`src/rtl/stopwatch_cu.sv`:
```
// -----------------------------------------------------------------------------
// stopwatch_cu
//
// Control unit and time base for the stopwatch. Button levels from the
// debouncers are edge-detected and drive a STOP/RUN/CLEAR state machine. The
// unit keeps the centisecond, second and minute counters and produces the
// binary value shown by the FND controller.
//
// Parameters:
//   TICK_COUNT   clk cycles per centisecond tick (1_000_000 at 100 MHz)
//
// Ports:
//   clk           in   system clock, rising edge
//   reset         in   asynchronous, active-low reset
//   btn_run       in   debounced run/stop level; rising edge toggles run/stop
//   btn_clear     in   debounced clear level; rising edge requests clear
//   display_mode  in   0: show SS.CC, 1: show MM.SS
//   bcd           out  [13:0] binary display value (0..5999)
//   run_led       out  high while the FSM is in RUN
//   wrap_pulse    out  one-cycle pulse on the 59:59.99 -> 00:00.00 rollover
// -----------------------------------------------------------------------------
module stopwatch_cu #(
    parameter int TICK_COUNT = 1_000_000
) (
    input  logic        clk,
    input  logic        reset,
    input  logic        btn_run,
    input  logic        btn_clear,
    input  logic        display_mode,
    output logic [13:0] bcd,
    output logic        run_led,
    output logic        wrap_pulse
);

    localparam int                TICK_W   = (TICK_COUNT > 1) ? $clog2(TICK_COUNT) : 1;
    localparam logic [TICK_W-1:0] TICK_MAX = TICK_W'(TICK_COUNT - 1);

    typedef enum logic [1:0] {
        STOP  = 2'd0,
        RUN   = 2'd1,
        CLEAR = 2'd2
    } state_t;

    state_t state;
    state_t next_state;

    logic              btn_run_d;
    logic              btn_clear_d;
    logic              edge_armed;
    logic              run_edge;
    logic              clear_edge;

    logic [TICK_W-1:0] tick_cnt;
    logic [TICK_W-1:0] tick_next;
    logic [6:0]        cs_cnt;
    logic [6:0]        cs_next;
    logic [5:0]        sec_cnt;
    logic [5:0]        sec_next;
    logic [5:0]        min_cnt;
    logic [5:0]        min_next;
    logic              tick;
    logic              wrap_next;
    logic [13:0]       bcd_next;

    // ------------------------------------------------------------------
    // Button edge detection. edge_armed is low only in the first cycle
    // after reset release, so a button held through reset is not taken
    // as a fresh press; the delay registers still sample in that cycle.
    // ------------------------------------------------------------------
    assign run_edge   = btn_run   & ~btn_run_d   & edge_armed;
    assign clear_edge = btn_clear & ~btn_clear_d & edge_armed;

    // NOTE: clocked state uses non-blocking assignments so every register
    // samples the pre-edge values regardless of statement order.
    always_ff @(posedge clk or negedge reset) begin
        if (!reset) begin
            btn_run_d   <= 1'b0;
            btn_clear_d <= 1'b0;
            edge_armed  <= 1'b0;
        end else begin
            btn_run_d   <= btn_run;
            btn_clear_d <= btn_clear;
            edge_armed  <= 1'b1;
        end
    end

    // ------------------------------------------------------------------
    // FSM next state. Clear wins over a simultaneous run edge in STOP;
    // clear is ignored in RUN; CLEAR always falls back to STOP and drops
    // any edge seen while in it.
    // ------------------------------------------------------------------
    // NOTE: every combinational output gets a default first, so no path
    // leaves a signal unassigned and no latch is inferred.
    always_comb begin
        next_state = state;
        unique case (state)
            STOP: begin
                if (clear_edge)    next_state = CLEAR;
                else if (run_edge) next_state = RUN;
            end
            RUN: begin
                if (run_edge)      next_state = STOP;
            end
            CLEAR:                 next_state = STOP;
            default:               next_state = STOP;
        endcase
    end

    // ------------------------------------------------------------------
    // Time base and cascaded time counters. The tick counter holds in
    // STOP so a resumed run keeps the partial centisecond.
    // ------------------------------------------------------------------
    assign tick = (state == RUN) && (tick_cnt == TICK_MAX);

    always_comb begin
        tick_next = tick_cnt;
        cs_next   = cs_cnt;
        sec_next  = sec_cnt;
        min_next  = min_cnt;
        wrap_next = 1'b0;

        if (state == CLEAR) begin
            tick_next = '0;
            cs_next   = '0;
            sec_next  = '0;
            min_next  = '0;
        end else if (state == RUN) begin
            tick_next = tick ? '0 : tick_cnt + TICK_W'(1);
            if (tick) begin
                if (cs_cnt == 7'd99) begin
                    cs_next = '0;
                    if (sec_cnt == 6'd59) begin
                        sec_next = '0;
                        if (min_cnt == 6'd59) begin
                            min_next  = '0;
                            wrap_next = 1'b1;
                        end else begin
                            min_next = min_cnt + 6'd1;
                        end
                    end else begin
                        sec_next = sec_cnt + 6'd1;
                    end
                end else begin
                    cs_next = cs_cnt + 7'd1;
                end
            end
        end
    end

    // Display value from the current counter registers; max 59*100+99.
    always_comb begin
        if (display_mode) bcd_next = 14'(min_cnt) * 14'd100 + 14'(sec_cnt);
        else              bcd_next = 14'(sec_cnt) * 14'd100 + 14'(cs_cnt);
    end

    always_ff @(posedge clk or negedge reset) begin
        if (!reset) begin
            state      <= STOP;
            tick_cnt   <= '0;
            cs_cnt     <= '0;
            sec_cnt    <= '0;
            min_cnt    <= '0;
            bcd        <= '0;
            run_led    <= 1'b0;
            wrap_pulse <= 1'b0;
        end else begin
            state      <= next_state;
            tick_cnt   <= tick_next;
            cs_cnt     <= cs_next;
            sec_cnt    <= sec_next;
            min_cnt    <= min_next;
            bcd        <= bcd_next;
            run_led    <= (next_state == RUN);
            wrap_pulse <= wrap_next;
        end
    end

endmodule

```
`config.mk`:
```
export PLATFORM = sky130hd
export DESIGN_NAME = stopwatch_cu
export DESIGN_NICKNAME = d
export VERILOG_FILES = /design/src/rtl/stopwatch_cu.sv
export SDC_FILE = /design/constraint.sdc
export NUM_CORES = 1
export LEC_CHECK = 0
export ABC_AREA = 1
export CELL_PAD_IN_SITES_DETAIL_PLACEMENT = 1
export CELL_PAD_IN_SITES_GLOBAL_PLACEMENT = 2
export CORE_AREA = 5 5 122 124
export DETAILED_ROUTE_END_ITERATION = 10
export DIE_AREA = 0 0 127 129
export GPL_TIMING_DRIVEN = 0
export PLACE_DENSITY = 0.78
export SYNTH_ARGS = -nofsm -noshare
export SYNTH_HDL_FRONTEND = slang
export SYNTH_SLANG_ARGS = --single-unit
```
`constraint.sdc`:
```
create_clock -name clk -period 3.25 [get_ports clk]
set_input_delay 0.4875 -clock clk [delete_from_list [all_inputs] [get_ports clk]]
set_output_delay 0.4875 -clock clk [all_outputs]
set_load 0.01 [all_outputs]
```
# After elaboration in Yosys (flattened, before gate mapping)
# Cells that the tools add are included.
classes:
  n_addsub: 6
  multipliers: 2
  n_eq_ne: 7
  muxes: 29
  n_bitwise: 6
  reduce_logical: 9
op_table:
  columns: ["operator", "n"]
  rows:
  - ["two-way mux 6 bit", 11]
  - ["two-way mux 20 bit", 3]
  - ["two-way mux 7 bit", 4]
  - ["multiplier 6 x 5 -> 11 bit (second input constant)", 2]
  - ["adder 20 x 1 -> 20 bit (second input constant)", 1]
  - ["equality test 20 bit (second input constant)", 1]
  - ["adder 13 x 6 -> 14 bit", 1]
  - ["adder 13 x 7 -> 14 bit", 1]
  - ["two-way mux 14 bit", 1]
  - ["adder 6 x 1 -> 6 bit (second input constant)", 2]
  - ["equality test 6 bit (second input constant)", 2]
  - ["nonzero test 2 bit", 4]
  - ["adder 7 x 1 -> 7 bit (second input constant)", 1]
  - ["equality test 7 bit (second input constant)", 1]
  - ["two-way mux 1 bit", 6]
  - ["two-way mux 2 bit", 3]
  - ["bitwise AND 1 bit", 4]
  - ["equality test 2 x 1 -> 1 bit (second input constant)", 2]
  - ["one-hot mux 2 bit (2 select lines)", 1]
  - ["AND reduction 4 bit", 1]
  - ["AND reduction 3 bit", 1]
  - ["equality test 2 bit (second input constant)", 1]
  - ["zero test 2 bit", 1]
  - ["inverter 1 bit", 2]
  - ["2 further kinds", 2]
word_totals:
  register_bits: 60
  in_bits: 5
  output_inout_bits: 16
  word_cells: 70

# Depth between registers and ports, before layout
depth:
  depth_word: 7
  mapped_depth: 18
  ltp_nobuf: 18

# Worst setup path after synthesis
# Ideal clock, no wire load.
synth_path:
  path_type: "reg2reg"
  from: "reg min_cnt[1]"
  to: "reg bcd[12]"
  setup_time_ns: 0.118
  arrival_ns: 2.671
  required_time_ns: 3.132
  slack_ns: 0.461
  path_stages_with_launch: 14
  n_path_buf: 0
  synth_period_minus_slack_ns: 2.789
  cell_sequence: "dfrtp_1 -> ha_1 -> ha_1 -> ha_1 -> fa_1 -> nand2_1 -> nor2_1 -> nand2_1 -> a21oi_1 -> nand2_1 -> nor2_1 -> nand3_1 -> nand3_1 -> nand2_1"
synth_via:
  elab_chain_cells: 3
synth_lines:
  columns: ["item", "line_no", "source"]
  rows:
  - ["from (decl)", "59", "logic [5:0] min_cnt;"]
  - ["from (signal assigned)", "171", "min_cnt <= min_next;"]
  - ["multiplier 6 x 5 -> 11 bit", "152", "if (display_mode) bcd_next = 14'(min_cnt) * 14'd100 + 14'(sec_cnt);"]
  - ["adder 13 x 6 -> 14 bit", "152", null]
  - ["two-way mux 14 bit", "152", null]
  - ["named net bcd_next[12]", "63", "logic [13:0] bcd_next;"]
  - ["to (signal assigned)", "172", "bcd <= bcd_next;"]
  - ["to (decl)", "30", "output logic [13:0] bcd,"]
# The timed path passes the listed nets, and every way through them passes these cells.
# A chain may end at the register's enable or synchronous reset.

# Worst setup path in the final report
# Ends and elaborated chain as after synthesis.

==> results.json <==
{
  "status": "finished, final reports clean",
  "syn-cell-area_mm2": 0.00481,
  "hold_class": "input port to asynchronous set/reset pin",
  "wl_um": 12900,
  "p_leak_uw": 0.00300,
  "final_nets": 746,
  "grt_pass1_vias": 4668,
  "final_core_util_pct": 40.4,
  "crit_chain": "ha_1 > ha_1 > ha_1 > fa_1 > nand2_1 > nor2_1 > nand2_1 > a21oi_1 > nand2_1 > nor2_2 > nand2_1 > nand2_1 > nand3_1 > nand2_1",
  "drt-met1-wl_um": 6020,
  "max-cap-violations": 0,
  "period_share_pct": 92.1,
  "relSlewSlack_pct": 45.8,
  "rsz0062_at_grt": "false",
  "initial_utilization_pct": 35.2,
  "antenna_found_initial": 0,
  "fin_skew_ns": 0.00983,
  "ir_drop_mv": 0.339,
  "viasPerCell": 5.02,
  "cts_buffers": 9,
  "ioPinCount": 21,
  "grt_pass1_wl_um": 22300,
  "cts_buffer_depth": 2,
  "clock-sinks": 60,
  "setup_viol_count_final": 0,
  "num_rows": 43,
  "required_ns": 3.53,
  "wl_per_cell_um": 15.0,
  "gp_congestion": 0.832,
  "arrival_ns": 3.27,
  "clk_pin_slew_ns": 0.05,
  "die_w_um": 127,
  "fillers": 1713,
  "synth_fp_nets": 716,
  "synth_cells": 642,
  "core_area_mm2": 0.0137,
  "yosysTopAreaCellShare_pct": 31.2,
  "drt-initial-drc-count": 171,
  "dieArea_mm2": 0.0164,
  "yosys_warnings": 0,
  "cts_setup_buffers": 0,
  "slew_violations": 0,
  "ant_nets": 0,
  "maxUsedRoutingLayer": "met4",
  "htreeDepth": 3,
  "placed_area_mm2": 0.00523,
  "grt-ovfl-total": 0,
  "clock_latency_ns": 0.34,
  "period_minus_slack_ns": 2.99,
  "crit_slowest_cell": "fa_1",
  "crit_top_cell": "nand2_1",
  "numPortBuffers": 19,
  "cts_tree": "done",
  "synth.avg_cell_area_um2": 7.50,
  "synth_top_area_cell": "dfrtp_1",
  "synth_seq_area_share_pct": 31.2,
  "drc": 0,
  "diodes": 0,
  "slowest_delay_ns": 0.61,
  "finalInstanceArea_mm2": 0.00552,
  "drtPass1Iterations": 4,
  "synth.area.top_cells": "dfrtp_1 31%, ha_1 17%, nand2_1 14%",
  "whs_ns": 0.238,
  "drive_gt1_share_pct": 6.36,
  "synth-edff-count": 0,
  "crit_type": "flip-flop to flip-flop",
  "finalHoldViolations": 0,
  "fin_cells": 856,
  "num_vias": 4296,
  "worst_setup_path_start_kind": "flip-flop",
  "fmax_mhz": 334,
  "area_growth_pct": 14.6,
  "worst_pin_slew_ns": 0.813,
  "dp_hpwl_um": 9930,
  "async_flop_share_pct": 100,
  "cts-root-buf": "clkbuf_16",
  "die_h_um": 129,
  "critPathMaxFanout": 6,
  "dp.cells": 841,
  "holdBufCountCts": 0,
  "crit_path_end_kind": "flip-flop",
  "synth_ff_type": "dfrtp_1",
  "ys_types": 42,
  "synth-seq-cells": 60,
  "power_density_mw_per_mm2": 525,
  "grt_use_total_pct": 17.0,
  "wl_met2_um": 6170,
  "grt_max_degree": 61,
  "wl_met3_um": 387
}
-- routing by layer --
layer / up-vias / global-route usage [%]
li1: 2161 / -
met1: 2066 / 20.5
met2: 47 / 29.5
met3: 22 / 4.40
met4: 0 / 5.55
met5: - / 0
-- metrics by stage --
stage	setup WS (ns)	setup TNS (ns)	power, uW
floorplan	0.461	0	1610
global placement	-0.420	-24.90	1950
detailed placement	0.169	0	1970
CTS	0.145	0	2940
global route	0.0438	0	3120
finish	0.258	0	2900
-- state kept, by name (all words and copies together) (netlist names), 2 cells and up --
name	cells
min_cnt	6
cs_cnt	7
tick_cnt	20
sec_cnt	6
state	2
bcd	14
-- synthesized netlist by cell type, types with 2 or more instances --
cell type / count
nand3b_1: 5
clkbuf_1: 6
fa_1: 4
o22ai_1: 3
nor2_4: 2
o21ai_1: 2
nor2_2: 2
buf_6: 2
o21ai_0: 24
o21ai_2: 5
nand2_1: 175
dfrtp_1: 60
xor2_1: 15
inv_1: 80
xnor2_1: 4
nand3_1: 44
nor4_1: 8
a21oi_1: 13
nor3_1: 7
ha_1: 65
nand2_4: 2
o21bai_1: 2
nor2_1: 68
nand4_1: 26
-- cell type report --
| type | count | area (um^2) | area share (%) |
|---|---|---|---|
| buffer | 10 | 57.6 | 1.04 |
| clock buffer | 10 | 229 | 4.15 |
| clock inverter | 5 | 53.8 | 0.975 |
| inverter | 82 | 308 | 5.58 |
| multi-input combinational | 490 | 2950 | 53.5 |
| sequential | 60 | 1510 | 27.3 |
| tap | 180 | 225 | 4.08 |
| timing repair buffer | 19 | 188 | 3.40 |
-- power by group --
group,switching (uW),internal [uW]
clock network,355,586
registers,114,860
logic,634,345
-- kinds of logic (layout without fill, tap and decap cells) --
family / Yosys count / in the layout / synth area share, %
and+or+nand+nor: 346 / 346 / 32.3
buffers and inverters: 92 / 126 / 7.59
AOI/OAI and AO/OA: 54 / 54 / 6.63
muxes: 1 / 1 / 0.208
adders and majority gates: 69 / 69 / 18.6
DFF: 60 / 60 / 31.2
xor gates and xnor gates: 19 / 19 / 3.46
other: 1 / 1 / 0.0779
-- critical path, delay by kind of cell (launching register included) --
kind,cells,cell delay (ns)
compound gates,1,0.16
fa+ha+maj,4,1.54
flops,1,0.45
simple gates,9,0.79
-- cell usage in the layout (no fill, tap or decap), drive strengths merged --
cell type      instances
nand2b                 1
a31oi                  1
clkbuf                16
bufinv                 1
nor2                  72
nand3                 45
xor2                  15
o22ai                  3
nand4                 28
nor4                   9
fa                     4
nand3b                 5
clkinv                 5
mux2i                  1
buf                    5
dfrtp                 60
o21ai                 32
o21a                   1
a21oi                 13
ha                    65
o21bai                 2
inv                   81
a21boi                 1
xnor2                  4
clkdlybuf4s50         18
conb                   1
nand2                178
nor3                   8
o32ai                  1
-- worst paths after layout --
kind                             start  depth (start not counted)  slack [ns]          end
min                              reset                          1        0.24       bcd[4]
max reg2reg                 min_cnt[1]                         14        0.26      bcd[12]
max in group asynchronous        reset                          1        2.42   min_cnt[2]
max                         min_cnt[1]                         14        0.26      bcd[12]
min reg2reg                tick_cnt[1]                          2        0.52  tick_cnt[1]
min in group clk           tick_cnt[1]                          2        0.52  tick_cnt[1]
-- timing repair --
action / in CTS / in global routing
gates resized for setup: 0 / 5
setup endpoints to repair: 0 / 1
hold endpoints to repair: 0 / 0
Power figures use the tool's default switching activity.
